==> src/rtl/uart_pkg.sv <==
// Shared UART types: parity modes, parity-engine state, parity helper reused by the TX serialiser.
// Pure definitions; no latency and no flow control of its own.
package uart_pkg;

    typedef enum logic [2:0] {
        PM_NONE  = 3'd0,
        PM_EVEN  = 3'd1,
        PM_ODD   = 3'd2,
        PM_MARK  = 3'd3,
        PM_SPACE = 3'd4
    } parity_mode_e;

    typedef enum logic [1:0] {
        ST_IDLE   = 2'd0,
        ST_DATA   = 2'd1,
        ST_PARITY = 2'd2
    } state_e;

    localparam int MIN_DATA_BITS = 5;

    function automatic logic parity_from_acc(input logic acc, input parity_mode_e mode);
        logic p;
        case (mode)
            PM_EVEN:  p = acc;
            PM_ODD:   p = ~acc;
            PM_MARK:  p = 1'b1;
            default:  p = 1'b0;
        endcase
        return p;
    endfunction

    // Encodings 5..7 have no meaning on the line and behave as "no parity slot".
    function automatic parity_mode_e decode_mode(input logic [2:0] raw);
        parity_mode_e m;
        case (raw)
            3'd1:    m = PM_EVEN;
            3'd2:    m = PM_ODD;
            3'd3:    m = PM_MARK;
            3'd4:    m = PM_SPACE;
            default: m = PM_NONE;
        endcase
        return m;
    endfunction

endpackage

==> src/rtl/uart_parity_engine.sv <==
// Serial parity generate/check engine: results one cycle after the final accepted bit, all outputs registered/state-decoded.
// One bit per cycle when bit_valid is high; bit_valid gaps simply stall the frame, frame_start always wins and restarts.
module uart_parity_engine
    import uart_pkg::*;
#(
    parameter  int MAX_DATA_BITS = 9,
    parameter  int CNT_WIDTH     = 8,
    localparam int LEN_W         = $clog2(MAX_DATA_BITS + 1)
) (
    input  logic                 clk,
    input  logic                 rst_n,
    input  logic                 frame_start,
    input  logic [2:0]           parity_mode,
    input  logic                 check_en,
    input  logic [LEN_W-1:0]     data_len,
    input  logic                 bit_valid,
    input  logic                 bit_in,
    input  logic                 err_clear,
    output logic                 busy,
    output logic                 parity_ready,
    output logic                 parity_bit,
    output logic                 frame_done,
    output logic                 parity_error,
    output logic                 err_sticky,
    output logic [CNT_WIDTH-1:0] err_count
);

    localparam logic [LEN_W-1:0]     LEN_MIN = LEN_W'(MIN_DATA_BITS);
    localparam logic [LEN_W-1:0]     LEN_MAX = LEN_W'(MAX_DATA_BITS);
    localparam logic [CNT_WIDTH-1:0] CNT_MAX = '1;

    state_e               state_q, state_d;
    logic                 acc_q, acc_d;
    logic [LEN_W-1:0]     bit_cnt_q, bit_cnt_d;
    logic [LEN_W-1:0]     len_q, len_d;
    parity_mode_e         mode_q, mode_d;
    logic                 check_q, check_d;
    logic                 frame_done_q, frame_done_d;
    logic                 parity_error_q, parity_error_d;
    logic                 err_sticky_q, err_sticky_d;
    logic [CNT_WIDTH-1:0] err_count_q, err_count_d;
    logic                 par_bit;

    assign par_bit = parity_from_acc(acc_q, mode_q);

    always_comb begin
        state_d        = state_q;
        acc_d          = acc_q;
        bit_cnt_d      = bit_cnt_q;
        len_d          = len_q;
        mode_d         = mode_q;
        check_d        = check_q;
        frame_done_d   = 1'b0;
        parity_error_d = 1'b0;

        if (frame_start) begin
            state_d   = ST_DATA;
            acc_d     = 1'b0;
            bit_cnt_d = '0;
            mode_d    = decode_mode(parity_mode);
            check_d   = check_en;
            if (data_len < LEN_MIN) begin
                len_d = LEN_MIN;
            end else if (data_len > LEN_MAX) begin
                len_d = LEN_MAX;
            end else begin
                len_d = data_len;
            end
        end else if (bit_valid) begin
            case (state_q)
                ST_DATA: begin
                    acc_d     = acc_q ^ bit_in;
                    bit_cnt_d = bit_cnt_q + LEN_W'(1);
                    if (bit_cnt_d == len_q) begin
                        if (mode_q == PM_NONE) begin
                            frame_done_d = 1'b1;
                            state_d      = ST_IDLE;
                        end else begin
                            state_d = ST_PARITY;
                        end
                    end
                end
                ST_PARITY: begin
                    frame_done_d   = 1'b1;
                    parity_error_d = check_q && (bit_in != par_bit);
                    state_d        = ST_IDLE;
                end
                default: ;
            endcase
        end

        // err_clear in the cycle an error is being decided still counts that error.
        err_sticky_d = err_sticky_q;
        err_count_d  = err_count_q;
        if (err_clear) begin
            err_sticky_d = parity_error_d;
            err_count_d  = parity_error_d ? CNT_WIDTH'(1) : '0;
        end else if (parity_error_d) begin
            err_sticky_d = 1'b1;
            if (err_count_q != CNT_MAX) begin
                err_count_d = err_count_q + CNT_WIDTH'(1);
            end
        end
    end

    always_ff @(posedge clk or negedge rst_n) begin
        if (!rst_n) begin
            state_q        <= ST_IDLE;
            acc_q          <= 1'b0;
            bit_cnt_q      <= '0;
            len_q          <= LEN_MIN;
            mode_q         <= PM_NONE;
            check_q        <= 1'b0;
            frame_done_q   <= 1'b0;
            parity_error_q <= 1'b0;
            err_sticky_q   <= 1'b0;
            err_count_q    <= '0;
        end else begin
            state_q        <= state_d;
            acc_q          <= acc_d;
            bit_cnt_q      <= bit_cnt_d;
            len_q          <= len_d;
            mode_q         <= mode_d;
            check_q        <= check_d;
            frame_done_q   <= frame_done_d;
            parity_error_q <= parity_error_d;
            err_sticky_q   <= err_sticky_d;
            err_count_q    <= err_count_d;
        end
    end

    assign busy         = (state_q != ST_IDLE);
    assign parity_ready = (state_q == ST_PARITY);
    assign parity_bit   = parity_ready & par_bit;
    assign frame_done   = frame_done_q;
    assign parity_error = parity_error_q;
    assign err_sticky   = err_sticky_q;
    assign err_count    = err_count_q;

endmodule

==> config.mk <==
export PLATFORM = sky130hd
export DESIGN_NAME = uart_parity_engine
export DESIGN_NICKNAME = d
export VERILOG_FILES = /design/src/rtl/uart_pkg.sv /design/src/rtl/uart_parity_engine.sv
export SDC_FILE = /design/constraint.sdc
export NUM_CORES = 1
export LEC_CHECK = 0
export CORE_MARGIN = 2
export CORE_UTILIZATION = 45
export CTS_CLUSTER_DIAMETER = 150
export DETAILED_ROUTE_END_ITERATION = 16
export PLACE_DENSITY_LB_ADDON = 0.25
export SYNTH_ARGS = -nofsm -noshare
export SYNTH_HDL_FRONTEND = slang
export SYNTH_SLANG_ARGS = --single-unit
==> constraint.sdc <==
create_clock -name clk -period 2.17 [get_ports clk]
set_clock_uncertainty 0.05 [all_clocks]
set_input_delay 0.3255 -clock clk [delete_from_list [all_inputs] [get_ports clk]]
set_output_delay 0.3255 -clock clk [all_outputs]
set_load 0.05 [all_outputs]
==> reports/qor.csv <==
metric,value,unit
yosys_warnings,0,
post-route-worst-setup-slack,43.0,ps
port_buffers,27,
drcViolationCount,0,
drt_iter0_drc,23,
finalWorstPathRequiredPeriod,2130,ps
grt_antenna_before_repair,0,
netlist-cell-type-count,39,
maxCapViolCount,0,
timing_worst_slew_pin_value,508,ps
place_inst,219,
slew-limit-headroom,66.0,%
drt-total-wl,3040,um
dp_slack,-157,ps
achievable-frequency,0.470,GHz
area_enclosed_by_the_die_boundary,3690,sq um
finalHoldViolations,0,
final-setup-viol-count,0,
n_antenna_cell,0,
critPathRequiredTime,2350,ps
post-route-util,60.2,%
post_layout_nonfiller_instances,223,
critical_path.reg2reg.startpoint,state_q[0]$_DFFE_PN0P_,
netlist_top_cells_count,"24 x sky130_fd_sc_hd__dfrtp_1, 17 x sky130_fd_sc_hd__nand2_1, 12 x sky130_fd_sc_hd__inv_1",
ys.flop_type,sky130_fd_sc_hd__dfrtp_1,
critical_path_peak_fanout,7,
tritoncts,yes,
synthDominantAreaCellType,sky130_fd_sc_hd__dfrtp_1,
io-pin-count,28,
fin_nets,199,
routed.top_layer,met4,
routabilityCongestion,0.844,
vias,1187,
run_status,finished clean,
static-leakage-power,0.776,nW
post_route_cells_drive_above_1_share,12.8,%
whs,296,ps
cts_max_level,1,
synth_most_common_cell,sky130_fd_sc_hd__dfrtp_1,
ff2ff_path_depth,6,
synth-seq-area-share,45.1,%
wl_met3,113,um
grt_pass1_wl,5050,um
dp.final_hpwl,2310,um
synthesis.instances,147,
rsz0062_at_grt,yes,
route.detailed.wl_per_inst,13.6,um
routed_via_density,5.32,
initial_core_util,47.4,%
powerDensity,488,nW/um^2
synth_edf_count,0,
finalPower,0.000897,W
detail_route.first_pass.iterations,4,
min_path_type,primary input to async pin,
tritoncts_num_sinks,26,
tritoncts.num_buffers,3,
hold_buffers,0,
worst_ep_arrival_time,2300,ps
post_cts_buffers,0,
worst_setup_hold_path_clk_slew,140,ps
clock_insertion_delay_at_the_later_pin_of_the_skew_report,320,ps
worst-r2r-setup-slack,40,ps
cts_buffer_depth,2,
cts-resized-gates,0,
area_delta_synth_final,27.1,%
number_of_register_bits_inferred_by_synthesis,26,
asyncSetResetFlopFracSynth,100,%
synthTopCellsByArea,"sky130_fd_sc_hd__dfrtp_1 41%, sky130_fd_sc_hd__mux2i_1 4.8%, sky130_fd_sc_hd__nand2_1 4.4%",
grt_remaining_overflow,0,
ctsRootBufferMaster,sky130_fd_sc_hd__clkbuf_4,
final_max_tran_viols,0,
placementRows,20,
pin_count_of_the_biggest_net_entering_global_routing,27,
synth_area,1450,sq um
core,3050,sq um
rr_endpoint,err_count[3]$_DFFE_PN0P_,
startpoint_type,flip-flop,
postRouteAntennaNets,0,
synth_top_area_share,41.5,%
ir_drop,0.000365,V
worst-setup-path-type,flip-flop to flip-flop,
grt_util_all_layers,18.1,%
synthesis.nets,166,
wl_met1,1490,um
syn_avg_cell_area,9.85,sq um
cp-end-kind,flip-flop,
wl_met2,1410,um
dieWidth,60.7,um
die_h,60.7,um
fin_crit_sh,98.0,%
grt_pass1_vias,1114,
[through the flow]
stage                     setup TNS [ps]  area, sq um
after CTS                              0         1830
final                                  0         1840
after floorplan                        0         1470
after global placement              -257         1800
after global routing               -45.1         1840
after detailed placement            -441         1800
[state kept, by name (all words and copies together) (netlist names), 2 cells and up]
| name | count |
|---|---|
| len_q | 4 |
| state_q | 2 |
| mode_q | 3 |
| bit_cnt_q | 4 |
| err_count | 8 |
[where the power goes]
group,switching (W),leakage (nW),total (W),internal [W]
Combinational,0.0000822,0.419,0.000156,0.0000735
Sequential,0.0000216,0.342,0.000530,0.000509
Clock,0.000140,0.0150,0.000211,0.0000718
[cell type report]
| type | instances | area, sq um |
|---|---|---|
| Clock buffer | 4 | 26.3 |
| Fill cell | 271 | 1210 |
| Inverter | 12 | 45.0 |
| Multi-Input combinational cell | 104 | 752 |
| Sequential cell | 26 | 653 |
| Tap cell | 44 | 55.1 |
| Timing Repair Buffer | 33 | 308 |
[per-layer routing]
metal  up-vias  global-route usage (%)
li1        581                       -
met1       577                    26.5
met2        25                    28.4
met3         4                    2.77
met4         0                    4.66
met5         -                       0
[layout by cell type, fill, tap and decap left out, types with 2 or more instances in the layout]
cell	netlist	routed
sky130_fd_sc_hd__dfstp_2	2	2
sky130_fd_sc_hd__nor2b_1	3	3
sky130_fd_sc_hd__mux2_2	3	3
sky130_fd_sc_hd__nand3_1	6	6
sky130_fd_sc_hd__a21oi_1	8	8
sky130_fd_sc_hd__nand2_1	17	17
sky130_fd_sc_hd__ha_1	5	4
sky130_fd_sc_hd__o21ai_0	6	6
sky130_fd_sc_hd__dfrtp_1	24	24
sky130_fd_sc_hd__buf_4	1	9
sky130_fd_sc_hd__nor3_1	3	3
sky130_fd_sc_hd__o211ai_1	3	3
sky130_fd_sc_hd__mux2i_1	7	7
sky130_fd_sc_hd__nand4b_1	2	2
sky130_fd_sc_hd__xor2_1	4	4
sky130_fd_sc_hd__a211oi_2	1	2
sky130_fd_sc_hd__a221o_1	2	2
sky130_fd_sc_hd__and4_1	2	2
sky130_fd_sc_hd__nor2_1	9	9
sky130_fd_sc_hd__clkbuf_4	0	3
sky130_fd_sc_hd__clkdlybuf4s50_1	0	24
sky130_fd_sc_hd__nand3b_1	3	3
sky130_fd_sc_hd__xnor2_1	3	3
sky130_fd_sc_hd__inv_1	12	11
[logic make-up after synthesis]
family,Yosys count,synth area share (%)
XOR/XNOR,8,5.79
AND/OR/NAND/NOR,51,18.4
adder cells (fa/ha/maj),5,4.32
AO/OA/AOI/OAI,29,13.7
flip-flops,26,45.1
buffers and inverters,17,4.75
multiplexers,11,7.95
[worst max-delay path by stage]
stage / start / to / slack (ps) / cells past startpoint
after CTS: state_q[0]$_DFFE_PN0P_ / err_count[4]$_DFFE_PN0P_ / 10 / 6
final: state_q[0]$_DFFE_PN0P_ / err_count[3]$_DFFE_PN0P_ / 40 / 6
after global placement: frame_start / err_count[4]$_DFFE_PN0P_ / -130 / 5
after global routing: state_q[0]$_DFFE_PN0P_ / err_count[3]$_DFFE_PN0P_ / -30 / 6
after detailed placement: frame_start / err_count[4]$_DFFE_PN0P_ / -160 / 5
after floorplan: state_q[0]$_DFFE_PN0P_ / err_count[4]$_DFFE_PN0P_ / 20 / 7
[critical path, stage by stage (launching register included)]
cell and delay (ps):
sky130_fd_sc_hd__dfrtp_1 440, sky130_fd_sc_hd__inv_2 110, sky130_fd_sc_hd__ha_4 170, sky130_fd_sc_hd__nand4b_1 130
sky130_fd_sc_hd__or4_1 620, sky130_fd_sc_hd__a21oi_1 190, sky130_fd_sc_hd__mux2_2 340
Power figures use the tool's default switching activity.
==> RTL edit 1 (config.mk and constraints unchanged) <==
`CNT_WIDTH`: 8 -> 10.
--- a/src/rtl/uart_parity_engine.sv
+++ b/src/rtl/uart_parity_engine.sv
@@ -4,7 +4,7 @@
     import uart_pkg::*;
 #(
     parameter  int MAX_DATA_BITS = 9,
-    parameter  int CNT_WIDTH     = 8,
+    parameter  int CNT_WIDTH     = 10,
     localparam int LEN_W         = $clog2(MAX_DATA_BITS + 1)
 ) (
     input  logic                 clk,
Ports: changed (resized err_count); port bits go from 28 to 30. No check against the original RTL was run, so the function may have changed too.
==> RTL edit 1 against the unedited design <==
  * Wire length grew 3.2%
  * Design area grew 8.6%
  * Combinational power grew 15%
  * Worst setup slack gained 0.070 ns
  * Sequential cell count grew 2
  * Power grew 13%
  * Area after synthesis grew 5.1%
  * Clock power grew 23%
  * Global-route usage shrank 0.26 points
  * Critical path type unchanged
  * Largest power group unchanged
==> RTL edit 1: results (changes against the unedited design) <==
- The final design utilization is 60.8% (+0.59 points).
- The multi-input combinational area share is 38.5% (-2.4 points).
- The gate count of the mapped netlist is 150 (+2.0%).
- The highest net fanout along the worst path is 8 (+1).
- The non-clock buffering overhead in the final layout came to 19.5% (+2.8 points).
- The clock network power consumption was 259 uW (+23%).
- The count of input and output buffers is 29 (+7.4%).
- The pre-CTS setup slack was -0.0267 ns (+0.130 ns).
- The net switching power is 274 uW (+13%).
- The count of fill cells added during filler insertion is 293 (+8.1%).
- Tracing the worst setup path back leads to its startpoint at state_q[0].
- The worst register-to-register path ends at err_count[4].
- The proportion of register bits with asynchronous set or reset after synthesis is 100% (unchanged).
- The power in combinational cells came to 180 uW (+15%).
- The leakage dissipation is 0.867 nW (+12%).
- The number of nets in the layout is 209 (+5.0%).
- The worst endpoint data arrival time is 2.27 ns (-0.03 ns).
- The half-perimeter wire length of the detailed placement result was 2390 um (+3.7%).
- The clock network latency to the later pin of the worst-skew pair is 0.34 ns (+0.02 ns).
- The sequential element share of the synthesized area is 46.2% (+1.1 points).
- Yosys attributes the largest share of cell area to dfrtp_1 43%, a21oi_1 4.6%, ha_1 4.1%.
- The flow ran to the end, and the final reports show no timing, DRC or antenna violations.
- The global-route total usage across every layer is 17.9% (-0.26 points).
- The total routed wirelength was 3140 um (+3.2%).
- The wire length of the first global-routing pass is 5620 um (+11%).
- The depth of the worst register-to-register path is 8 (+2).
- The total placed instance area was 1930 um2 (+6.9%).
- The transition at the pin with the smallest max-transition slack is 0.496 ns (-0.0123 ns).
- The flip-flop and latch count after synthesis came to 28 (+7.7%).
- The critical path's largest stage delay was 0.44 ns (-0.18 ns).
- The placer congestion estimate was 0.765 (-9.3%).
- The number of design-rule violations left by the first detailed-router iteration is 49 (+110%).
- The highest ir drop seen on vdd was 0.321 mV (-12%).
- The slack of the worst reg-to-reg path came to 0.11 ns (+0.07 ns).
- The area taken by flip-flops and latches is 703 um2 (+7.7%).
- The ratio of cells with drive above 1 in the final layout is 18.0% (+5.1 points).
- The count of unique library cells instantiated by Yosys was 41 (+5.1%).
- The library cell contributing the largest single delay on the critical path is dfrtp_1.
- Counting instances in the post-synthesis netlist gives the leading cell types as 26 x dfrtp_1, 14 x a21oi_1, 11 x inv_1, 11 x nor2_1, 11 x o21ai_0.
- The relative area of clock buffers and inverters in the final design is 1.82% (+0.39 points).
- The number of multi-input combinational cells in the layout is 106 (+1.9%).
- The instance count after placement with tap cells included came to 229 (+4.6%).
- The post-synthesis area per instance is 10.1 um2 (+3.0%).
- The number of clock buffers in the layout is 4 (unchanged).
- The pin count of the biggest net entering global routing is 29 (+7.4%).
- The number of flip-flops in the largest register was 10 (+2).
- The via count was 1,234 (+4.0%).
- The number of global-route vias before repair is 1,265 (+14%).
- The total nets after synthesis is 169 (+1.8%).
- The number of warnings printed during yosys synthesis was 0 (unchanged).
- The sum of internal, switching and leakage power is 1.01 mW (+13%).
- The final routed wire length divided by cell count is 13.4 um (-2.1%).
- The number of buffers other than clock buffers in the final layout is 40 (+21%).
- The non-clock inverter count in the final layout is 11 (-1).
==> RTL edit 1: changes by cell type after synthesis, moves of 3 or more <==
cell,before,now
mux2i_1,7,3
nand4_1,0,3
nand3_1,6,10
nand2_1,17,7
o21ai_0,6,11
or3_1,1,6
a21oi_1,8,14
==> RTL edit 1: how the worst min path moves through the flow <==
| stage | startpoint | endpoint | slack [ns] |
|---|---|---|---|
| finish | rst_n | bit_cnt_q[2] | 0.29 |
| global route | rst_n | bit_cnt_q[2] | 0.31 |
| CTS | rst_n | bit_cnt_q[2] | 0.31 |
| detailed placement | len_q[2] | len_q[2] | 0.42 |
| global placement | len_q[2] | len_q[2] | 0.41 |
| floorplan | rst_n | acc_q | -0.02 |
==> RTL edit 1: worst register-to-register path: cells and delay by family (launching register included) <==
family / cells / cell delay [ns]
and+or+nand+nor: 3 / 0.81
DFF: 1 / 0.44
AOI/OAI and AO/OA: 2 / 0.29
adders and majority gates: 1 / 0.15
buffers and inverters: 2 / 0.24
==> RTL edit 1: kinds of logic (layout without fill, tap and decap cells) <==
group	after synthesis	count (layout)	synth area share, %
xor+xnor	8	8	5.51
flops	28	28	46.2
simple gates	53	53	21.3
compound gates	33	33	13.2
fa+ha+maj	5	5	4.11
buf+inv	16	55	4.52
mux	7	7	5.18
==> RTL edit 1: what timing repair did <==
action                                  4_1_cts  5_1_grt
buffers inserted                              0        2
endpoints found under the setup margin        0        3
gates resized for setup                       0        4
==> RTL edit 1: routing by layer <==
metal  vias up  wire length, um  global-route usage [%]  part of all wire [%]
li1        606                -                       -                     -
met1       593             1470                    23.8                    47
met2        30             1480                    30.0                    47
met3         5              135                    2.36                   4.3
met4         0               53                    6.67                   1.7
met5         -                0                       0                     0
==> RTL edit 2 (config.mk and constraints unchanged) <==
Without the edit above. Put one more register stage on the output `err_count`, cleared by the reset. The value now appears one clock later. The other outputs are not delayed to match.
--- a/src/rtl/uart_parity_engine.sv
+++ b/src/rtl/uart_parity_engine.sv
@@ -135,7 +135,13 @@
     assign frame_done   = frame_done_q;
     assign parity_error = parity_error_q;
     assign err_sticky   = err_sticky_q;
-    assign err_count    = err_count_q;
+    always_ff @(posedge clk or negedge rst_n) begin
+        if (!rst_n) begin
+            err_count <= '0;
+        end else begin
+            err_count <= err_count_q;
+        end
+    end
 
 endmodule
 
Function: changed (a bounded check fails within 10 cycles, from zero or initial values and one cycle with rst_n low).
==> RTL edit 2 against the unedited design <==
  * Design area is 9.5% higher
  * Wire length is 2.2% higher
  * Worst setup slack better by 0.15 ns
  * Critical path depth is 1 higher
  * Combinational power is 9.6% higher
  * Largest power group unchanged
  * Sequential cell count is 8 higher
  * Power is 35% higher
  * Highest routed layer unchanged
  * Clock power is 70% higher
  * Critical endpoint is now err_count_q[5]
  * Area after synthesis is 9.6% higher
==> RTL edit 2: results (changes against the unedited design) <==
- The total placed instance area is 1940 um2 (+7.3%).
- The critical path in this run is classified as reg2reg.
- The number of buffers inserted during clock tree synthesis was 5 (+2).
- The number of warnings printed during yosys synthesis is 0 (unchanged).
- The total nets after synthesis is 164 (-1.2%).
- Clock latency on the worst-skew pair, taken at its later pin, is 0.33 ns.
- The pin count of the biggest net entering global routing is 35 (+30%).
- The placer congestion estimate is 0.816 (-3.3%).
- The sequential element share of the synthesized area is 53.8% (+8.7 points).
- The wire length of the first global-routing pass is 5330 um (+5.6%).
- After synthesis, the cell types taking the most area are dfrtp_1 50%, a21oi_1 4.1%, ha_1 3.9%.
- The gate count of the mapped netlist is 145 (-1.4%).
- The pre-CTS setup slack came to 0.00947 ns (+0.167 ns).
- The count of input and output buffers is 27 (unchanged).
- The run finished with clean final reports.
- The ratio of cells with drive above 1 in the final layout is 15.4% (+2.5 points).
- The detailed-route vias per instance is 5.29 (-0.63%).
- The count of fill cells added during filler insertion is 320 (+18%).
- The final routed wire length divided by cell count is 13.6 um (about the same).
- The via count is 1,206 (+1.6%).
- The number of design-rule violations left by the first detailed-router iteration was 103 (+350%).
- The count of unique library cells instantiated by Yosys was 38 (-2.6%).
- The half-perimeter wire length of the detailed placement result is 2260 um (-2.2%).
- Sorting the synthesized cells by how often they occur yields 32 x dfrtp_1, 13 x a21oi_1, 12 x nor2_1, 10 x inv_1, 8 x nand3_1.
- The highest ir drop seen on vdd is 0.395 mV (+8.2%).
- The deepest level of the CTS H-tree came to 2 (+1).
- The headroom to the max-slew limit is 66.3% (+0.30 points).
- The largest registers in the layout are err_count (8), err_count_q (8).
- The number of nets in the layout came to 200 (+0.50%).
- The highest net fanout along the worst path came to 6 (-1).
- The worst endpoint data arrival time is 2.14 ns (-0.16 ns).
- The clock-pin slew on the worst setup and hold paths is 0.10 ns (-0.04 ns).
- The global-route total usage across every layer was 16.7% (-1.5 points).
- The number of antenna violations at the first check in global routing is 0 (unchanged).
- The leakage dissipation came to 0.877 nW (+13%).
==> RTL edit 2: what timing repair did <==
action,4_1_cts,5_1_grt
endpoints found under the setup margin,1,5
endpoints found under the hold margin,0,0
resized for setup,1,3
gates cloned,0,0
pin swaps,0,2
setup buffers,0,1
==> RTL edit 2: layout make-up <==
class                   count  area [um2]  share of cell area, %
inverters                  11        43.8                   2.17
flip-flops and latches     34         853                   42.4
multi-input cells          97         698                   34.7
well taps                  46        57.6                   2.86
repair buffers             32         302                   15.0
clock inverters             1        5.00                  0.248
clock buffers               7        55.1                   2.73
==> RTL edit 2: power by group <==
part / leakage (nW) / switching [mW] / total (mW) / internal [mW]
Combinational: 0.388 / 0.0916 / 0.171 / 0.0791
Clock: 0.0353 / 0.201 / 0.358 / 0.157
Sequential: 0.454 / 0.0246 / 0.685 / 0.660
Total: 0.877 / 0.317 / 1.21 / 0.896
==> RTL edit 2: layer usage <==
metal	vias to the layer above	GRT usage [%]	share of wire [%]
li1	576	-	-
met4	0	6.52	1.6
met2	20	29.3	51
met1	603	19.8	43
met5	-	0	0
met3	7	3.57	3.7
==> RTL edit 2: kinds of logic after synthesis <==
family          after synthesis  share of synthesized area, %
compound gates               28                          11.3
xor+xnor                      9                          5.84
fa+ha+maj                     5                          3.94
buf+inv                      14                          3.31
flops                        34                          53.8
mux                           7                          4.73
simple gates                 48                          17.1
==> RTL edit 2: worst max-delay path, cell delays in order (launching register included) <==
cell and delay (ns):
dfrtp_1 0.42, inv_2 0.09, ha_4 0.16, and4b_1 0.22, nor4b_4 0.29, nor2_2 0.07, nor3_1 0.20, mux2_1 0.34
==> RTL edit 2: metrics by stage <==
| stage | utilization, % | power (mW) |
|---|---|---|
| final | 59.9 | 1.21 |
| after global routing | 59.9 | 1.27 |
| after CTS | 59.3 | 1.22 |
| after detailed placement | 57.6 | 0.867 |
| after global placement | 57.6 | 0.858 |
| after floorplan | - | 0.793 |
==> RTL edit 2: path summary, 6_finish.rpt <==
check                                       to  slack [ns]  depth (start not counted)
worst max-delay path            err_count_q[5]        0.19                          7
worst min-delay path                  len_q[3]        0.33                          2
worst max register to register  err_count_q[5]        0.19                          7
worst min register to register    err_count[6]        0.37                          0
max in group asynchronous             len_q[0]        1.40                          2
min in group clk                  err_count[6]        0.37                          0
